===== config.mk =====
export PLATFORM = sky130hd
export DESIGN_NAME = hazard_ctrl
export DESIGN_NICKNAME = d
export VERILOG_FILES = /design/src/rtl/hazard_ctrl.sv
export SDC_FILE = /design/constraint.sdc
export NUM_CORES = 1
export LEC_CHECK = 0
export ABC_AREA = 1
export CAP_MARGIN = 0
export CORE_MARGIN = 3
export CORE_UTILIZATION = 30
export CTS_BUF_LIST = sky130_fd_sc_hd__clkbuf_8
export CTS_CLUSTER_DIAMETER = 60
export DETAILED_ROUTE_END_ITERATION = 6
export GPL_TIMING_DRIVEN = 1
export HOLD_SLACK_MARGIN = 0.06
export PLACE_DENSITY = 0.81
export SYNTH_ARGS = -nofsm -noshare
export SYNTH_HDL_FRONTEND = slang
export SYNTH_SLANG_ARGS = --single-unit

===== constraint.sdc =====
create_clock -name CLK -period 1.3 [get_ports CLK]
set_input_delay 0.26 -clock CLK [delete_from_list [all_inputs] [get_ports CLK]]
set_output_delay 0.26 -clock CLK [all_outputs]
set_load 0.05 [all_outputs]

===== src/rtl/hazard_ctrl.sv =====
// -----------------------------------------------------------------------------
// hazard_ctrl
// Pipeline hazard controller for the RV32I core. Watches decode, execute and
// memory and produces the hold / bubble / flush controls for the pipeline
// latches. Hazards resolve in fixed priority: memory wait, taken jump, load-use.
// A taken jump starts a flush sequence lasting FLUSH_CYCLES unstalled cycles.
//
// Optional feature macro: HAZARD_CTRL_PERF_EN
//   defined   -> STALL_CNT / FLUSH_CNT are live 32-bit wrapping counters
//   undefined -> both ports are tied to zero and no counter flops exist
//
// Parameters:
//   FLUSH_CYCLES  unstalled cycles FLUSH stays high after a taken jump (1..7)
// Ports:
//   CLK, RST_N           clock, asynchronous active-low reset
//   D_VALID/D_OPCODE     decode-stage valid and opcode
//   D_REG_S1/D_REG_S2    decode-stage source register indices
//   E_VALID/E_OPCODE     execute-stage valid and opcode
//   E_REG_D              execute-stage destination register index
//   E_JMP_DO             execute resolved a taken branch/JAL/JALR
//   M_BUSY               memory stage waiting on the data bus
//   STALL                hold every latch (including writeback)
//   HOLD_FD              hold PC, fetch and decode latches (load-use)
//   BUBBLE_E             execute latch captures an invalid instruction
//   FLUSH                F->D and D->E latches capture invalid
//   STALL_CNT            cycles with STALL or HOLD_FD high
//   FLUSH_CNT            number of accepted taken-jump flush events
// -----------------------------------------------------------------------------
module hazard_ctrl #(
  parameter int unsigned FLUSH_CYCLES = 2
) (
  input  logic        CLK,
  input  logic        RST_N,
  input  logic        D_VALID,
  input  logic [6:0]  D_OPCODE,
  input  logic [4:0]  D_REG_S1,
  input  logic [4:0]  D_REG_S2,
  input  logic        E_VALID,
  input  logic [6:0]  E_OPCODE,
  input  logic [4:0]  E_REG_D,
  input  logic        E_JMP_DO,
  input  logic        M_BUSY,
  output logic        STALL,
  output logic        HOLD_FD,
  output logic        BUBBLE_E,
  output logic        FLUSH,
  output logic [31:0] STALL_CNT,
  output logic [31:0] FLUSH_CNT
);

  localparam logic [6:0] OP_LUI    = 7'b0110111;
  localparam logic [6:0] OP_AUIPC  = 7'b0010111;
  localparam logic [6:0] OP_JAL    = 7'b1101111;
  localparam logic [6:0] OP_RTYPE  = 7'b0110011;
  localparam logic [6:0] OP_STORE  = 7'b0100011;
  localparam logic [6:0] OP_BRANCH = 7'b1100011;
  localparam logic [6:0] OP_LOAD   = 7'b0000011;

  // The first flush cycle happens in RUN; FLUSHING covers the remainder.
  localparam bit         MULTI_FLUSH = (FLUSH_CYCLES > 32'd1);
  localparam logic [2:0] FCNT_INIT   = 3'(FLUSH_CYCLES - 32'd1);

  typedef enum logic {
    ST_RUN      = 1'b0,
    ST_FLUSHING = 1'b1
  } state_t;

  function automatic logic uses_rs1(input logic [6:0] op);
    return !((op == OP_LUI) || (op == OP_AUIPC) || (op == OP_JAL));
  endfunction

  function automatic logic uses_rs2(input logic [6:0] op);
    return (op == OP_RTYPE) || (op == OP_STORE) || (op == OP_BRANCH);
  endfunction

  state_t     r_state;
  state_t     w_next_state;
  logic [2:0] r_fcnt;
  logic [2:0] w_next_fcnt;
  logic       w_jmp;
  logic       w_lu;
  logic       w_stall;
  logic       w_hold;
  logic       w_bubble;
  logic       w_flush;

  assign w_jmp = E_VALID & E_JMP_DO;

  // x0 never matches because E_REG_D must be non-zero.
  assign w_lu = D_VALID & E_VALID & (E_OPCODE == OP_LOAD) & (E_REG_D != 5'd0) &
                ((uses_rs1(D_OPCODE) & (D_REG_S1 == E_REG_D)) |
                 (uses_rs2(D_OPCODE) & (D_REG_S2 == E_REG_D)));

  // Next-state and Mealy control decode in priority order.
  always_comb begin
    w_next_state = r_state;
    w_next_fcnt  = r_fcnt;
    w_stall      = 1'b0;
    w_hold       = 1'b0;
    w_bubble     = 1'b0;
    w_flush      = 1'b0;
    if (M_BUSY) begin
      // Memory wait freezes the flush sequence; execute is held so jmp persists.
      w_stall = 1'b1;
    end else begin
      case (r_state)
        ST_RUN: begin
          if (w_jmp) begin
            // Decode holds a wrong-path instruction, so load-use is moot.
            w_flush = 1'b1;
            if (MULTI_FLUSH) begin
              w_next_state = ST_FLUSHING;
              w_next_fcnt  = FCNT_INIT;
            end else begin
              w_next_state = ST_RUN;
              w_next_fcnt  = 3'd0;
            end
          end else if (w_lu) begin
            w_hold   = 1'b1;
            w_bubble = 1'b1;
          end else begin
            w_next_state = ST_RUN;
          end
        end
        ST_FLUSHING: begin
          w_flush = 1'b1;
          if (r_fcnt <= 3'd1) begin
            w_next_state = ST_RUN;
            w_next_fcnt  = 3'd0;
          end else begin
            w_next_fcnt = r_fcnt - 3'd1;
          end
        end
        default: begin
          w_next_state = ST_RUN;
          w_next_fcnt  = 3'd0;
        end
      endcase
    end
  end

  // Flush state register and remaining-cycle counter.
  always_ff @(posedge CLK or negedge RST_N) begin
    if (!RST_N) begin
      r_state <= ST_RUN;
      r_fcnt  <= 3'd0;
    end else begin
      r_state <= w_next_state;
      r_fcnt  <= w_next_fcnt;
    end
  end

  // Reset masks the Mealy controls so no hold/flush escapes during reset.
  assign STALL    = w_stall;
  assign HOLD_FD  = w_hold & RST_N;
  assign BUBBLE_E = w_bubble & RST_N;
  assign FLUSH    = w_flush & RST_N;

`ifdef HAZARD_CTRL_PERF_EN
  logic [31:0] r_stall_cnt;
  logic [31:0] r_flush_cnt;
  logic        w_accept_jmp;

  assign w_accept_jmp = ~M_BUSY & (r_state == ST_RUN) & w_jmp;

  // Performance counters, wrapping modulo 2^32.
  always_ff @(posedge CLK or negedge RST_N) begin
    if (!RST_N) begin
      r_stall_cnt <= 32'd0;
      r_flush_cnt <= 32'd0;
    end else begin
      if (w_stall | w_hold) begin
        r_stall_cnt <= r_stall_cnt + 32'd1;
      end else begin
        r_stall_cnt <= r_stall_cnt;
      end
      if (w_accept_jmp) begin
        r_flush_cnt <= r_flush_cnt + 32'd1;
      end else begin
        r_flush_cnt <= r_flush_cnt;
      end
    end
  end

  assign STALL_CNT = r_stall_cnt;
  assign FLUSH_CNT = r_flush_cnt;
`else
  assign STALL_CNT = 32'h0;
  assign FLUSH_CNT = 32'h0;
`endif

endmodule


==> results.toml <==
[status]
outcome = "complete, but fails checks"
failed_checks = "setup timing"

[final_layout]
layout_commonest_cell = "conb_1"
finalNonFillerCells = 253
final_core_util_pct = 41.5
layout-drive-gt1-share_pct = 26.3
n_fill_cell = 351
fin_nets = 248
layout_common_cells = "conb_1, nand2_1, inv_1"
num_antenna_cells = 0
areaGrowthSynthToFinish_pct = 28.5
final_area_um2 = 1310

[logic_synthesis]
syn_inst = 163
yosysSeqAreaShare_pct = 9.82
ys_ff_latch = 4
ys_warn_count = 0
synth.avg_cell_area_um2 = 6.26
netlist_area_um2 = 1020
synth_cell_types = 17

[drt]
detail_route.wirelength_mm = 2.04
met2WireLength_mm = 1.06
antenna_left = 0
top_layer_used = "met4"
drtPass1Iterations = 4
vias = 890
drt-met1-wl_um = 690
drt_iter0_drc = 11
drc = 0
viasPerCell = 3.52
wl_met3_um = 263
wl_per_cell_um = 8.04

[global_route]
grt-ovfl-total = 0
grt_pass1_wl_mm = 3.09
grt_usage_pct = 9.65
antenna_found_initial = 0
grt_start_max_net_pins = 6
grt_pass1_vias = 775

[timing]
setup_violations = 3
hold_violations = 0
rsz0062_at_grt = "true"
final_max_slew_viol_count = 0
setup_ws_ns = -0.134
clock_skew_ns = 0.000319
finalCriticalPeriod_ns = 1.43
post-route-period-util_pct = 110
fmax_mhz = 697

[pwr]
switching_share_pct = 53.8
power.internal_uw = 644
p_switching_uw = 751
power_frac_comb_pct = 65.9
p_leak_uw = 0.000757
seqPwrFrac_pct = 16.1
p_clk_share_pct = 18.0
power.density_nw_per_um2 = 1070
peakVddDrop_uv = 335

[cts]
cts-root-buf = "clkbuf_8"
cts_buffer_depth = 2
cts_max_level = 1
clkTransAtPathRegs_ns = 0.03
numCtsBuffers = 3
clock_sinks = 4
cts_tree = "built"
clk_latency_ns = 0.21

[place]
dp_cells = 249
port_buffers = 38
place_congestion = 0.760
dpl-instance-area_um2 = 1300
place_ws_ns = -0.606
dp_hpwl_mm = 1.86

[worst_setup_path]
start_kind = "input pin"
crit_path_end_kind = "output pin"
cp_max_fo = 2
cp.arrival_ns = 1.17
path_class = "input pin to output pin"
cp.required_ns = 1.04

[flow_run]
cap_violations = 0

[min_path]
min_path_type = "input pin to asynchronous set/reset pin"

[floorplanning]
die_h_um = 64.3
core_region_area_um2 = 3150
die_w_um = 64.3
row_count = 20
dieArea_um2 = 4130
ios = 103
initial_utilization_pct = 32.3
-- state kept, by name, summed over array words and instances (netlist names) --
register / count
r_fcnt: 3
r_state: 1
-- cell families (layout without fill, tap and decap cells) --
logic type | Yosys count | after routing | share of synthesized area (%)
AND/OR/NAND/NOR | 60 | 60 | 24.8
flip-flops | 4 | 4 | 9.82
adder cells (fa/ha/maj) | 2 | 2 | 2.45
AO/OA/AOI/OAI | 6 | 6 | 3.19
buffers and inverters | 86 | 69 | 56.0
XOR/XNOR | 4 | 4 | 3.44
other | 1 | 64 | 0.368
-- metrics by stage --
stage               total power (µW)  setup TNS [ns]  hold slack [ns]
finish                          1400          -0.286           0.0642
global route                    1510          -0.500           0.0843
CTS                             1430          -0.570           0.0660
detailed placement              1160           -2.92            0.523
global placement                1140           -2.61            0.521
floorplan                       1050          -0.168          -0.0356
-- area by class of cell --
type / instances / area, µm² / share of cell area [%]
repair buffers: 46 / 407 / 31.0
clock buffers: 3 / 41.3 / 3.15
well taps: 44 / 55.1 / 4.20
multi-input cells: 136 / 632 / 48.2
flip-flops and latches: 4 / 100 / 7.64
inverters: 20 / 75.1 / 5.73
-- repair_timing --
item / 4_1_cts / 5_1_grt
pin swaps: 36 / 31
buffers inserted: 2 / 0
hold buffers: 0 / 0
endpoints found under the hold margin: 0 / 0
resized for setup: 70 / 38
setup endpoints to repair: 8 / 5
gates cloned: 0 / 0
-- critical path, stage by stage --
cell and delay, ns:
dlygate4sd2_1 0.25, nor3_2 0.17, nand4_1 0.17, nor2_4 0.17
buf_12 0.15
-- worst paths after layout --
check	start	end	slack, ns	cells after the start
min in group CLK	r_fcnt[0]	r_fcnt[0]	0.52	1
max in group asynchronous	RST_N	r_fcnt[1]	1.14	2
min reg2reg	r_fcnt[0]	r_fcnt[0]	0.52	1
max reg2reg	r_state	r_fcnt[1]	0.18	6
min	RST_N	r_state	0.06	2
max	M_BUSY	HOLD_FD	-0.13	5
-- power groups by stage --
stage	sequential [µW]	clock [µW]	combinational [µW]
floorplan	224	0	829
global placement	223	0	914
detailed placement	227	0	934
CTS	226	260	942
global route	234	270	1000
finish	224	252	920
-- Yosys cell counts, drive strengths merged --
master	n	area, µm²
inv	20	75.1
ha	2	25.0
nor2	18	75.1
dfrtp	4	100
conb	1	3.75
o21ai	4	20.0
buf	66	495
o22ai	2	12.5
xnor2	4	35.0
nand2	32	120
nor3	3	15.0
nand3	5	30.0
nand4	2	12.5
-- per-layer routing --
| layer | track usage, % | vias up |
|---|---|---|
| met1 | 9.68 | 375 |
| met3 | 2.28 | 2 |
| met2 | 17.0 | 59 |
| met5 | 0 | - |
| li1 | - | 454 |
| met4 | 7.39 | 0 |
(Power assumes the default switching activity.)
